**config.mk**
```make
export PLATFORM = sky130hd
export DESIGN_NAME = subr8s_core
export DESIGN_NICKNAME = d
export VERILOG_FILES = /design/src/rtl/subr8s_pkg.sv /design/src/rtl/subr8s_core.sv
export SDC_FILE = /design/constraint.sdc
export NUM_CORES = 1
export LEC_CHECK = 0
export CAP_MARGIN = 20
export CORE_AREA = 2 2 39 41
export DETAILED_ROUTE_END_ITERATION = 10
export DIE_AREA = 0 0 41 43
export PLACE_DENSITY_LB_ADDON = 0.08
export SLEW_MARGIN = 5
export SYNTH_ARGS = -nofsm -noshare
export SYNTH_HDL_FRONTEND = slang
export SYNTH_SLANG_ARGS = --single-unit
```
**constraint.sdc**
```tcl
create_clock -name vclk -period 8.2
set_clock_uncertainty 0.2 [all_clocks]
set_input_delay 1.23 -clock vclk [all_inputs]
set_output_delay 1.23 -clock vclk [all_outputs]
set_load 0.005 [all_outputs]
```
**src/rtl/subr8s_pkg.sv**
```systemverilog
// Shared widths for the self-checking signed subtractor pipeline.
package subr8s_pkg;
  localparam int W        = 8;
  localparam int ERRCNT_W = 8;
  localparam int DIFF_W   = W + 1;
endpackage

```
**src/rtl/subr8s_core.sv**
```systemverilog
// Combinational ripple-carry adder with carry-in; the subtract and check paths
// each get their own instance so a carry-chain defect cannot hide itself.
module subr8s_core
  import subr8s_pkg::*;
#(
  parameter int DATA_W = DIFF_W
) (
  input  logic [DATA_W-1:0] x,
  input  logic [DATA_W-1:0] y,
  input  logic              cin,
  output logic [DATA_W-1:0] sum
);
  always_comb begin
    logic c;
    c   = cin;
    sum = '0;
    for (int i = 0; i < DATA_W; i++) begin
      sum[i] = x[i] ^ y[i] ^ c;
      c      = (x[i] & y[i]) | (c & (x[i] ^ y[i]));
    end
  end
endmodule

```
==> flow_metrics.tcl <==
set metrics [dict create \
    outcome "finished, final reports clean" \
    cp_max_fo 1 \
    hold_violations 0 \
    syn2layout_area_growth_pct 148 \
    yosys_warnings 0 \
    grt_pass1_vias 237 \
    p_sw_uw 11.3 \
    yosysUniqueCellTypes 3 \
    ctsResizeCount 0 \
    layout-drive-gt1-share_pct 0 \
    drtPass1Iterations 1 \
    grt_overflow 0 \
    holdCritPathClass "in2out" \
    finalSetupViolations 0 \
    final_area_um2 503 \
    rsz0062_at_grt "false" \
    antenna_found_initial 0 \
    critPathLaunchType "input port" \
    synth_nets 41 \
    ioPinCount 28 \
    fillCellCount 142 \
    clkbuf_count 0 \
    synth_top_cell_by_area "fa_1" \
    drt_iter0_drc 0 \
    clock.fmax_mhz 144 \
    total_power_uw 39.2 \
    die_w_um 41 \
    tightest_slew_ps 98.1 \
    via_count 208 \
    io_buffers 28 \
    dieArea_um2 1760 \
    power_frac_clock_pct 0 \
    ir_drop_mv 0.0278 \
    finalSetupTns_ps 0 \
    drv_cap 0 \
    min_from "x[8]" \
    drt.antenna.violating_nets 0 \
    syn_area_um2 203 \
    drt_wl_total_um 551 \
    n_antenna_cell 0 \
    viasPerCell 3.59 \
    cts_hold_buf 0 \
    grt_start_max_net_pins 2 \
    place_hpwl_um 540 \
    mostFrequentLayoutCells "clkdlybuf4s50_1, fa_1, inv_1" \
    die-height_um 43 \
    synth_cells 14 \
    nets 71 \
    period_needed_ps 6950 \
    switching_share_pct 28.7 \
    p_int_uw 28.0 \
    power_density_nw_per_um2 78.0 \
    placed_area_um2 503 \
    gp_congestion 0.582 \
    critPathKind "in2out" \
    avgSynthCellArea_um2 14.5 \
    postCtsSetupRepairBufs 0 \
    final_common_cell "clkdlybuf4s50_1" \
    seq_power_share_pct 0 \
    nFlopsAndLatches 0 \
    start_util_pct 14.6 \
    crit_start "y[0]" \
    core_um2 1380 \
    leakage_uw 0.000210 \
    seq_area_frac_synth_pct 0 \
    maxSlewHeadroom_pct 93.4 \
    drc 0 \
    post-route-util_pct 36.3 \
    ys_top_cells_by_area "fa_1, xor3_1, inv_1" \
    slew_violations 0 \
    cp.arrival_ps 5520 \
    wl_per_cell_um 9.50 \
    critPathRequiredTime_ps 6770 \
    synth_top_cell_area_share_pct 79.0 \
    combPwrFrac_pct 100.0 \
    holdWs_ps 3290 \
    rows 14 \
    grt_pass1_wl_um 876 \
    globalRouteTotalUtil_pct 6.86 \
    regArea_um2 0 \
    finalCritPeriodShare_pct 84.7 \
    critPathCaptureType "primary output" \
]
cell usage after synthesis:
| cell type | count |
|---|---|
| fa_1 | 8 |
| inv_1 | 5 |
| xor3_1 | 1 |
worst max-delay path, cell delays in order:
cell	delay (ps)
clkdlybuf4s50_1	430
fa_1	420
inv_1	70
fa_1	150
inv_1	50
fa_1	370
fa_1	390
fa_1	390
fa_1	390
fa_1	390
fa_1	380
xor3_1	370
clkdlybuf4s50_1	500
cell type report:
cell class / instances / area (µm²) / area share (%)
Inverter: 5 / 18.8 / 3.73
Multi-Input combinational cell: 9 / 184 / 36.6
Timing Repair Buffer: 28 / 280 / 55.7
Tap cell: 16 / 20.0 / 3.98
through the flow:
step                setup WS (ps)  cells
floorplan                    2260     14
global placement             1230     58
detailed placement           1210     58
CTS                          1210     58
global route                 1080     58
finish                       1250     58
path summary, 6_finish.rpt:
path | endpoint | depth (start not counted)
setup / recovery | sum[8] | 13
hold / removal | sum[8] | 3
metal layers:
| metal | wire length, µm | GRT usage (%) | share of wire [%] | vias to the layer above |
|---|---|---|---|---|
| li1 | - | - | - | 94 |
| met1 | 139 | 5.23 | 25 | 94 |
| met2 | 321 | 15.6 | 58 | 20 |
| met3 | 91 | 1.05 | 17 | 0 |
| met4 | 0 | 0 | 0 | 0 |
| met5 | 0 | 0 | 0 | - |
kinds of logic after synthesis:
group                    count (synthesis)  share of synthesized area (%)
buffers and inverters                    5                           9.26
XOR/XNOR                                 1                           11.7
adder cells (fa/ha/maj)                  8                           79.0
power by group through the flow:
stage	Sequential, µW	Clock [µW]	Combinational, µW
floorplan	0	0	11.7
global placement	0	0	38.8
detailed placement	0	0	40.0
CTS	0	0	40.5
global route	0	0	44.2
finish	0	0	39.2
No activity file was read; power rests on OpenSTA's default activity.
